**src/rtl/mpc_pkg.sv**
```systemverilog
// Shared types and constants for the per-port ingress stage.
package mpc_pkg;

    typedef enum logic [1:0] {
        IDLE,
        REQ,
        BACKOFF,
        XFER
    } ingress_state_e;

    localparam int unsigned PORT_NUM           = 16;
    localparam int unsigned DEFAULT_DATA_WIDTH = 32;
    localparam int unsigned STAT_WIDTH         = 16;

endpackage

```
**src/rtl/ingress_pkt_fifo.sv**
```systemverilog
// Packet buffer with write, committed and read pointers. Readers only see
// committed words; rewind discards the uncommitted tail of the open packet.
module ingress_pkt_fifo #(
    parameter int unsigned WIDTH = 33,
    parameter int unsigned DEPTH = 64
) (
    input  logic             i_clk,
    input  logic             i_rst,
    input  logic             i_wr_en,
    input  logic [WIDTH-1:0] i_wr_data,
    input  logic             i_rewind,
    input  logic             i_commit,
    input  logic             i_rd_en,
    output logic [WIDTH-1:0] o_rd_data,
    output logic             o_full,
    output logic             o_cmt_full,
    output logic             o_empty
);

    localparam int unsigned AW = $clog2(DEPTH);

    logic [AW:0]      wr_ptr_q, wr_ptr_d;
    logic [AW:0]      cmt_ptr_q, cmt_ptr_d;
    logic [AW:0]      rd_ptr_q, rd_ptr_d;
    logic [AW:0]      wr_base;
    logic [WIDTH-1:0] mem_q [DEPTH];

    // Pointer next-state; a rewind writes (if at all) at the committed position.
    always_comb begin
        wr_base   = i_rewind ? cmt_ptr_q : wr_ptr_q;
        wr_ptr_d  = i_wr_en ? wr_base + 1'b1 : wr_base;
        cmt_ptr_d = i_commit ? wr_ptr_d : cmt_ptr_q;
        rd_ptr_d  = i_rd_en ? rd_ptr_q + 1'b1 : rd_ptr_q;
    end

    // Flags: full is measured from the read pointer, empty against committed data.
    always_comb begin
        o_full     = (wr_ptr_q[AW] != rd_ptr_q[AW]) && (wr_ptr_q[AW-1:0] == rd_ptr_q[AW-1:0]);
        o_cmt_full = (cmt_ptr_q[AW] != rd_ptr_q[AW]) && (cmt_ptr_q[AW-1:0] == rd_ptr_q[AW-1:0]);
        o_empty    = (rd_ptr_q == cmt_ptr_q);
        o_rd_data  = mem_q[rd_ptr_q[AW-1:0]];
    end

    // Pointer registers.
    always_ff @(posedge i_clk or posedge i_rst) begin
        if (i_rst) begin
            wr_ptr_q  <= '0;
            cmt_ptr_q <= '0;
            rd_ptr_q  <= '0;
        end else begin
            wr_ptr_q  <= wr_ptr_d;
            cmt_ptr_q <= cmt_ptr_d;
            rd_ptr_q  <= rd_ptr_d;
        end
    end

    // Storage array, no reset needed: contents are only read once committed.
    always_ff @(posedge i_clk) begin
        if (i_wr_en) begin
            mem_q[wr_base[AW-1:0]] <= i_wr_data;
        end
    end

endmodule

```
**src/rtl/port_ingress_ctrl.sv**
```systemverilog
// Per-port ingress: buffers whole packets, requests the arbitrator, backs off
// on refusal and streams the granted packet. Define INGRESS_STAT_EN to add
// saturating forwarded/dropped packet counters.
module port_ingress_ctrl
    import mpc_pkg::*;
#(
    parameter int unsigned DATA_WIDTH  = DEFAULT_DATA_WIDTH,
    parameter int unsigned FIFO_DEPTH  = 64,
    parameter int unsigned BACKOFF_CYC = 4
) (
    input  logic                  i_clk,
    input  logic                  i_rst,
    input  logic                  i_wr_sop,
    input  logic                  i_wr_vld,
    input  logic [DATA_WIDTH-1:0] i_wr_data,
    input  logic                  i_wr_eop,
    output logic                  o_wr_ready,
    output logic                  o_req,
    input  logic                  i_resp,
    input  logic                  i_nresp,
    input  logic                  i_port_ready,
    output logic                  o_rd_vld,
    output logic [DATA_WIDTH-1:0] o_rd_data,
    output logic                  o_rd_eop,
`ifdef INGRESS_STAT_EN
    output logic [STAT_WIDTH-1:0] o_stat_pkt,
    output logic [STAT_WIDTH-1:0] o_stat_drop,
`endif
    output logic                  o_pkt_drop
);

    localparam int unsigned AW  = $clog2(FIFO_DEPTH);
    localparam int unsigned BOW = (BACKOFF_CYC > 1) ? $clog2(BACKOFF_CYC) : 1;

    ingress_state_e      state_q, state_d;
    logic [BOW-1:0]      bo_cnt_q, bo_cnt_d;
    logic [AW:0]         pkt_cnt_q, pkt_cnt_d;
    logic                pkt_open_q, pkt_open_d;
    logic                discard_q, discard_d;
    logic                drop_q, drop_d;

    logic                fifo_wr, fifo_rewind, fifo_commit;
    logic                fifo_full, fifo_cmt_full, fifo_empty;
    logic                base_full;
    logic [DATA_WIDTH:0] head;

    ingress_pkt_fifo #(
        .WIDTH (DATA_WIDTH + 1),
        .DEPTH (FIFO_DEPTH)
    ) u_fifo (
        .i_clk      (i_clk),
        .i_rst      (i_rst),
        .i_wr_en    (fifo_wr),
        .i_wr_data  ({i_wr_eop, i_wr_data}),
        .i_rewind   (fifo_rewind),
        .i_commit   (fifo_commit),
        .i_rd_en    (o_rd_vld),
        .o_rd_data  (head),
        .o_full     (fifo_full),
        .o_cmt_full (fifo_cmt_full),
        .o_empty    (fifo_empty)
    );

    assign o_wr_ready = ~fifo_full;
    assign o_pkt_drop = drop_q;

    // Write-side packet tracking: open/commit, overflow and orphan-sop drops.
    always_comb begin
        fifo_wr     = 1'b0;
        fifo_rewind = 1'b0;
        fifo_commit = 1'b0;
        drop_d      = 1'b0;
        pkt_open_d  = pkt_open_q;
        discard_d   = discard_q;
        // A sop on top of an open packet rewinds first, so room is judged at the commit point.
        base_full   = (i_wr_sop && pkt_open_q) ? fifo_cmt_full : fifo_full;
        if (i_wr_vld) begin
            if (i_wr_sop) begin
                discard_d = 1'b0;
                if (pkt_open_q) begin
                    fifo_rewind = 1'b1;
                    drop_d      = 1'b1;
                end
                if (base_full) begin
                    drop_d     = 1'b1;
                    pkt_open_d = 1'b0;
                    discard_d  = ~i_wr_eop;
                end else begin
                    fifo_wr     = 1'b1;
                    fifo_commit = i_wr_eop;
                    pkt_open_d  = ~i_wr_eop;
                end
            end else if (discard_q) begin
                discard_d = ~i_wr_eop;
            end else if (pkt_open_q) begin
                if (fifo_full) begin
                    fifo_rewind = 1'b1;
                    drop_d      = 1'b1;
                    pkt_open_d  = 1'b0;
                    discard_d   = ~i_wr_eop;
                end else begin
                    fifo_wr     = 1'b1;
                    fifo_commit = i_wr_eop;
                    pkt_open_d  = ~i_wr_eop;
                end
            end
        end
    end

    // Request/transfer FSM and read-side outputs; o_req depends on state only.
    always_comb begin
        state_d   = state_q;
        bo_cnt_d  = bo_cnt_q;
        o_req     = (state_q == REQ) || (state_q == XFER);
        o_rd_vld  = (state_q == XFER) && i_port_ready && ~fifo_empty;
        o_rd_eop  = o_rd_vld && head[DATA_WIDTH];
        o_rd_data = o_rd_vld ? head[DATA_WIDTH-1:0] : '0;
        case (state_q)
            IDLE: begin
                if (pkt_cnt_q != '0) state_d = REQ;
            end
            REQ: begin
                if (i_resp) begin
                    state_d = XFER;
                end else if (i_nresp) begin
                    state_d  = BACKOFF;
                    bo_cnt_d = '0;
                end
            end
            BACKOFF: begin
                if (bo_cnt_q == BOW'(BACKOFF_CYC - 1)) state_d = REQ;
                else bo_cnt_d = bo_cnt_q + 1'b1;
            end
            XFER: begin
                if (o_rd_eop) state_d = IDLE;
            end
            default: state_d = IDLE;
        endcase
    end

    // Committed-packet count; simultaneous commit and read eop cancel out.
    always_comb begin
        pkt_cnt_d = pkt_cnt_q;
        case ({fifo_commit, o_rd_eop})
            2'b10:   pkt_cnt_d = pkt_cnt_q + 1'b1;
            2'b01:   pkt_cnt_d = pkt_cnt_q - 1'b1;
            default: pkt_cnt_d = pkt_cnt_q;
        endcase
    end

    // Control state registers.
    always_ff @(posedge i_clk or posedge i_rst) begin
        if (i_rst) begin
            state_q    <= IDLE;
            bo_cnt_q   <= '0;
            pkt_cnt_q  <= '0;
            pkt_open_q <= 1'b0;
            discard_q  <= 1'b0;
            drop_q     <= 1'b0;
        end else begin
            state_q    <= state_d;
            bo_cnt_q   <= bo_cnt_d;
            pkt_cnt_q  <= pkt_cnt_d;
            pkt_open_q <= pkt_open_d;
            discard_q  <= discard_d;
            drop_q     <= drop_d;
        end
    end

`ifdef INGRESS_STAT_EN
    logic [STAT_WIDTH-1:0] stat_pkt_q, stat_pkt_d;
    logic [STAT_WIDTH-1:0] stat_drop_q, stat_drop_d;

    // Saturating statistics next-state.
    always_comb begin
        stat_pkt_d  = stat_pkt_q;
        stat_drop_d = stat_drop_q;
        if (o_rd_eop && stat_pkt_q != '1) stat_pkt_d = stat_pkt_q + 1'b1;
        if (drop_q && stat_drop_q != '1) stat_drop_d = stat_drop_q + 1'b1;
    end

    // Statistics registers.
    always_ff @(posedge i_clk or posedge i_rst) begin
        if (i_rst) begin
            stat_pkt_q  <= '0;
            stat_drop_q <= '0;
        end else begin
            stat_pkt_q  <= stat_pkt_d;
            stat_drop_q <= stat_drop_d;
        end
    end

    assign o_stat_pkt  = stat_pkt_q;
    assign o_stat_drop = stat_drop_q;
`else
    // No statistics counters in this build.
`endif

endmodule
```
**config.mk**
```make
export PLATFORM = sky130hd
export DESIGN_NAME = port_ingress_ctrl
export DESIGN_NICKNAME = d
export VERILOG_FILES = /design/src/rtl/mpc_pkg.sv /design/src/rtl/ingress_pkt_fifo.sv /design/src/rtl/port_ingress_ctrl.sv
export SDC_FILE = /design/constraint.sdc
export NUM_CORES = 2
export LEC_CHECK = 0
export CORE_MARGIN = 5
export CORE_UTILIZATION = 30
export DETAILED_ROUTE_END_ITERATION = 10
export GPL_ROUTABILITY_DRIVEN = 0
export PLACE_DENSITY_LB_ADDON = 0.25
export SLEW_MARGIN = 5
export SYNTH_ARGS = -nofsm -noshare
export SYNTH_HDL_FRONTEND = slang
export SYNTH_SLANG_ARGS = --single-unit
```
**constraint.sdc**
```tcl
create_clock -name i_clk -period 7.95 [get_ports i_clk]
set_input_delay 1.1925 -clock i_clk [delete_from_list [all_inputs] [get_ports i_clk]]
set_output_delay 1.1925 -clock i_clk [all_outputs]
set_load 0.01 [all_outputs]
```
# Word level (Yosys, flattened, before mapping)
# Memories as Yosys holds them, arrays and structs flattened.
# Index checks and enable logic that the tools add are counted.
[totals]
regBits = 35
word_cells = 99
inputBits = 40
n_memories = 1
out_inout_bits = 37
ram_bits = 2112
[memory_table]
columns = ["name", "words", "word_bits", "read_ports", "rd_ports_with_merged_regs", "wr", "line_no", "rtl"]
rows = [
  ["u_fifo.mem_q", 64, 33, 1, 0, 1, "ingress_pkt_fifo.sv:26", "logic [WIDTH-1:0] mem_q [DEPTH];"],
]
[classes]
eq_ne = 19
bitwise_logic = 3
muxes = 48
add_sub_neg = 5
reduce_logical = 14
[ops]
columns = ["operator", "n"]
rows = [
  ["1-bit 2-to-1 mux", 34],
  ["32-bit 2-to-1 mux", 1],
  ["7-bit by 1-bit adder with 7-bit output, second input constant", 3],
  ["2-bit 2-to-1 mux", 8],
  ["7-bit 2-to-1 mux", 2],
  ["2-bit != test, second input constant", 7],
  ["7-bit one-hot mux with 2 select lines", 1],
  ["6-bit == test", 2],
  ["2-bit == test, second input constant", 4],
  ["2-bit one-hot mux with 4 select lines", 1],
  ["4-bit AND reduction", 2],
  ["7-bit == test", 1],
  ["7-bit nonzero test", 1],
  ["7-bit by 1-bit subtractor with 7-bit output, second input constant", 1],
  ["1-bit logical AND", 6],
  ["2-bit by 1-bit == test with 1-bit output, second input constant", 2],
  ["2-bit one-hot mux with 2 select lines", 1],
  ["2-bit nonzero test", 2],
  ["3-bit != test, second input constant", 1],
  ["1-bit NOT", 3],
  ["2-bit by 1-bit adder with 2-bit output, second input constant", 1],
  ["2-bit zero test", 1],
  ["1-bit != test", 2],
  ["2-bit AND reduction", 1],
  ["1-bit logical OR", 1],
]

# Longest topological paths before layout
[logic_depth]
ltp_word = 10
depth_mapped = 19
depth_no_buf = 16

# Hierarchy
# A second synthesis with hierarchy kept.
[hier_totals]
cells_unflattened = 3783
area_unflattened_um2 = 82784.4
[by_module_without_submodules]
columns = ["mod", "cells_per_inst", "seq_area_each_um2", "instances", "area_per_inst_um2"]
rows = [
  ["ingress_pkt_fifo", 3639, 63946.3, 1, 81602.0],
  ["port_ingress_ctrl", 144, 350.3, 1, 1182.4],
]

# Worst setup path after synthesis
# Ideal clock, no wire load.
[synth_timing]
path_type = "in2reg"
startpoint = "in i_wr_sop"
endpoint = "mem u_fifo.mem_q[16][0] (enable)"
t_required_ns = 7.527
path_slack_ns = 3.270
stages = 10
t_arrival_ns = 4.257
setup_ns = 0.423
path_buffers = 4
path_cell_list = "clkbuf_1 > and3_1 > a31oi_1 > buf_2 > buf_2 > buf_2 > nand2_1 > o31ai_1 > nand2_1 > nor2_1"
[synth_via]
elab_chain_cells = 7
word_cells_on_any_way = 10
classes_between = "9 x mux; 1 x reduce/logical"
[synth_lines]
columns = ["item", "line_no", "rtl"]
rows = [
  ["start, declared", "port_ingress_ctrl.sv:13", "input logic i_wr_sop,"],
  ["1-bit logical AND", "port_ingress_ctrl.sv:76", "base_full = (i_wr_sop && pkt_open_q) ? fifo_cmt_full : fifo_full;"],
  ["1-bit 2-to-1 mux", "port_ingress_ctrl.sv:76", ""],
  ["1-bit 2-to-1 mux", "port_ingress_ctrl.sv:84", "if (base_full) begin"],
  ["1-bit 2-to-1 mux", "port_ingress_ctrl.sv:78", "if (i_wr_sop) begin"],
  ["1-bit 2-to-1 mux", "port_ingress_ctrl.sv:77", "if (i_wr_vld) begin"],
  ["1-bit 2-to-1 mux", "ingress_pkt_fifo.sv:59", "if (i_wr_en) begin"],
  ["1-bit 2-to-1 mux (implied by the code)", "ingress_pkt_fifo.sv:60", "mem_q[wr_base[AW-1:0]] <= i_wr_data;"],
  ["end, declared", "ingress_pkt_fifo.sv:26", ""],
]
# Several ways; a longest one is shown, not always the timed one.

# Worst setup path after layout
[layout_timing]
startpoint = "reg u_fifo.rd_ptr_q[1]"
endpoint = "out o_rd_data[22]"
[layout_via]
elab_chain_cells = 4
word_cells_on_any_way = 5
classes_between = "1 x eq/ne; 1 x mux; 1 x bitwise; 1 x reduce/logical; 1 x memory"
[layout_lines]
columns = ["item", "line_no", "rtl"]
rows = [
  ["start, declared", "ingress_pkt_fifo.sv:24", "logic [AW:0] rd_ptr_q, rd_ptr_d;"],
  ["start signal, assigned", "ingress_pkt_fifo.sv:53", "rd_ptr_q <= rd_ptr_d;"],
  ["branches (longest 3 deep; another with memory 64 x 33 bit)", "-", ""],
  ["32-bit 2-to-1 mux (*)", "port_ingress_ctrl.sv:117", "o_rd_data = o_rd_vld ? head[DATA_WIDTH-1:0] : '0;"],
  ["end, declared", "port_ingress_ctrl.sv:23", "output logic [DATA_WIDTH-1:0] o_rd_data,"],
]
# Every way passes the cells marked *.

==> impl_results.md <==
* Status: completed
* Num ports at 77
* Critical Path Slowest Stage Cell: dfrtp_4
* Die height at ~540 um
* Synth cell types at 60
* Core Footprint at 0.274 mm^2
* Xor/xnor cell area share of the yosys netlist at 0.318%
* Drt wl/cell at 30.3 um
* Most frequent cell after synthesis: edfxtp_1
* RSZ-0062 raised after global routing: false
* First-pass GRT wire length at 317000 um
* Worst path max stage delay at 0.99 ns
* Cts repair resizes at 0
* FF-to-FF path depth at 15
* CP most frequent cell: mux4_2
* Worst relative slew slack at 9.91%
* Root Buffer: clkbuf_16
* Synth Instances at 3361
* Layout cells sized above 1 at between 30 and 40%
* Clock Latency Late Sink at 0.88 ns
* Multiplexer area fraction after synthesis at roughly a fifth
* Die W at roughly 540 um
* Yosys warning count at 0
* R2R Path End: pkt_cnt_q[6]
* Largest net degree at the start of global routing at 96
* Row count at 192
* FILL cells at 25100
* Hold Path Cell Cnt at 1
* WP data arrival at 5.10 ns
* Vias in the first global route at around 38000
* Grt total ovfl at 0
* Commonest cells post-synth: edfxtp_1 (2112), mux4_2 (687), clkbuf_1 (95)
* Critical path cell sequence: buf_12, mux4_2, mux4_2, mux4_2, and2_1, clkdlybuf4s50_1
* Routed vias at 37600
* Syn nets at 3411
* DR pass1 iterations at 5
* Mean Syn Cell Area at ~25 um^2
* Via density at slightly above 5
* Setup tns final at 0 ns
* CP required at 6.76 ns
* Reg area at between 0.06 and 0.07 mm^2
* Startpoint Class: flip-flop
* Endpoints failing setup at 0
* Post-DRT Antenna Nets at 0
* Simple-Gate Fraction of Synth Area at about 1.2%
* Complex-gate fraction of the synthesized area at less than 1%
* Dominant cell type by area after synthesis: edfxtp_1
* Die area at 0.286 mm^2
* Yosys reg bits at 2147
* Total CTS buffers at 218
* Initial antenna violation count at 20
* # DRC at 0
* Post-synth EDFFs at 2112
* Layout net count at 3655
* Maxcap violations at 0
* Initial Util at 30.2%
* Fin. max-slew vios at 0
* Hold path start: pkt_cnt_q[6]
* Mapped Area at 0.0827 mm^2
* Worst Skew at ~0.034 ns
* Total Routing Usage GR at 15.7%
* Layout area overhead at 15.9%
* Detailed placement HPWL at 130000 um
* Hold-fix buffers at CTS at 0
* Area contributors post-synth: edfxtp_1 (77%), mux4_2 (19%), dfrtp_1 (1.1%)
* Post-Route WL at ~230000 um
* CTS clk-pin slew, worst paths at 0.06 ns
* Longest Clk Path Bufs at 3
* Area share of the largest cell type after synthesis at 76.7%
* Lkg Pwr at slightly below 0.03 uW
* R2R Setup Slk at 2.64 ns
* Most used DFF post-synth: edfxtp_1
* Peak VDD IR at 0.269 mV
* PwrDens at approximately 330 mW/mm^2
* Final Hold Fails at 0
* CTS Sinks at about 2100
* Tmin final at about 6.3 ns
* Worst reg2reg path startpoint: u_fifo.rd_ptr_q[2]
* Asr flop ratio synth at 1.63%
* Final worst-path cycle share at 79.1%
* Worst Hold Endpoint: pkt_cnt_q[6]
* Port Buf Inserts at between 70 and 80
* Synth Area in Adders at 0.160%
* Clock H-tree levels at 4
* Largest family of logic cells by synthesized area: multiplexers
* Post-CTS setup buffers at 0
* CTS tree: done
* Worst setup EP type: output pin
* Register area share after synthesis at 77.7%
* CP max FO at 95
* Critical path class: reg2out
* Worst hold path class: reg2reg
* Fmax at 0.159 GHz
* Starting DRT DRC Count at 3908
* Multi-input gate area at 0.0180 mm^2
* Hold_ws at 0.485 ns
* Actual slew at the worst max-slew pin at 1.35 ns
registers in the layout, summed over array words and instances, names as in the netlist:
name and count:
u_fifo.wr_ptr_q 7, pkt_cnt_q 7, bo_cnt_q 2, o_pkt_drop 1, u_fifo.cmt_ptr_q 7, u_fifo.rd_ptr_q 7
u_fifo.mem_q 2112, pkt_open_q 1, discard_q 1, state_q 2
worst max path at each step:
| stage | from | to | slack (ns) | cells after the start |
|---|---|---|---|---|
| 2_1_floorplan | i_wr_sop | u_fifo.mem_q[16][0] | 3.27 | 10 |
| 3_3_place_gp | i_wr_vld | u_fifo.mem_q[12][21] | 2.10 | 10 |
| 3_5_place_dp | i_wr_vld | u_fifo.mem_q[60][27] | 2.12 | 9 |
| 4_1_cts | u_fifo.rd_ptr_q[0] | o_rd_data[19] | 1.44 | 8 |
| 5_1_grt | u_fifo.rd_ptr_q[0] | o_rd_data[19] | 1.33 | 8 |
| 6_report | u_fifo.rd_ptr_q[1] | o_rd_data[22] | 1.66 | 6 |
stage by stage:
step           power [uW]  setup slack [ns]  instance area, um^2  cells  util [%]
6_report            31600              1.66                95800   7483      35.0
5_1_grt             32800              1.33                95800   7482      35.0
4_1_cts             32100              1.44                95800   7481      35.0
3_5_place_dp        22300              2.12                89000   7071      32.5
3_3_place_gp        22200              2.10                88900   7068      32.4
2_1_floorplan       18900              3.27                82700   3361         -
final cells by class:
type                       count  area share, %
sequential                  2147           67.1
multi-input combinational   1017           18.8
clock buffer                 280           5.94
tap                         3686           4.81
timing repair buffer         204           2.03
clock inverter               130           1.20
inverter                      17         0.0679
antenna                        2        0.00522
worst max-delay path, delay by kind of cell (launching register included):
family / cells / cell delay (ns)
DFF: 1 / 0.99
and+or+nand+nor: 1 / 0.21
muxes: 3 / 1.74
buffers and inverters: 2 / 1.03
kinds of logic after synthesis:
| logic type | after synthesis |
|---|---|
| buffers and inverters | 197 |
| xor gates and xnor gates | 30 |
| AOI/OAI and AO/OA | 68 |
| and+or+nand+nor | 200 |
| muxes | 709 |
| adders and majority gates | 10 |
| DFF | 2147 |
placed cells by master (no fill, tap or decap), types with 31 or more instances in the layout:
master,n
mux4_2,687
and2_1,36
buf_12,31
buf_2,32
clkbuf_1,62
clkinv_2,41
clkinv_1,55
clkdlybuf4s50_1,43
nor2_4,64
clkbuf_16,218
nand2_1,41
buf_4,98
edfxtp_1,2112
layer usage:
| metal | global-route usage [%] | routed length (um) | up-vias |
|---|---|---|---|
| li1 | - | - | 15100 |
| met1 | 21.7 | 97500 | 21100 |
| met2 | 26.3 | 113000 | 1149 |
| met3 | 2.49 | 12100 | 257 |
| met4 | 3.29 | 4090 | 10 |
| met5 | 0 | 61 | - |
power breakdown:
part,switching [uW],internal (uW)
Clock,4420,5410
Combinational,4550,4040
Sequential,386,12800
No activity file was read; power rests on OpenSTA's default activity.
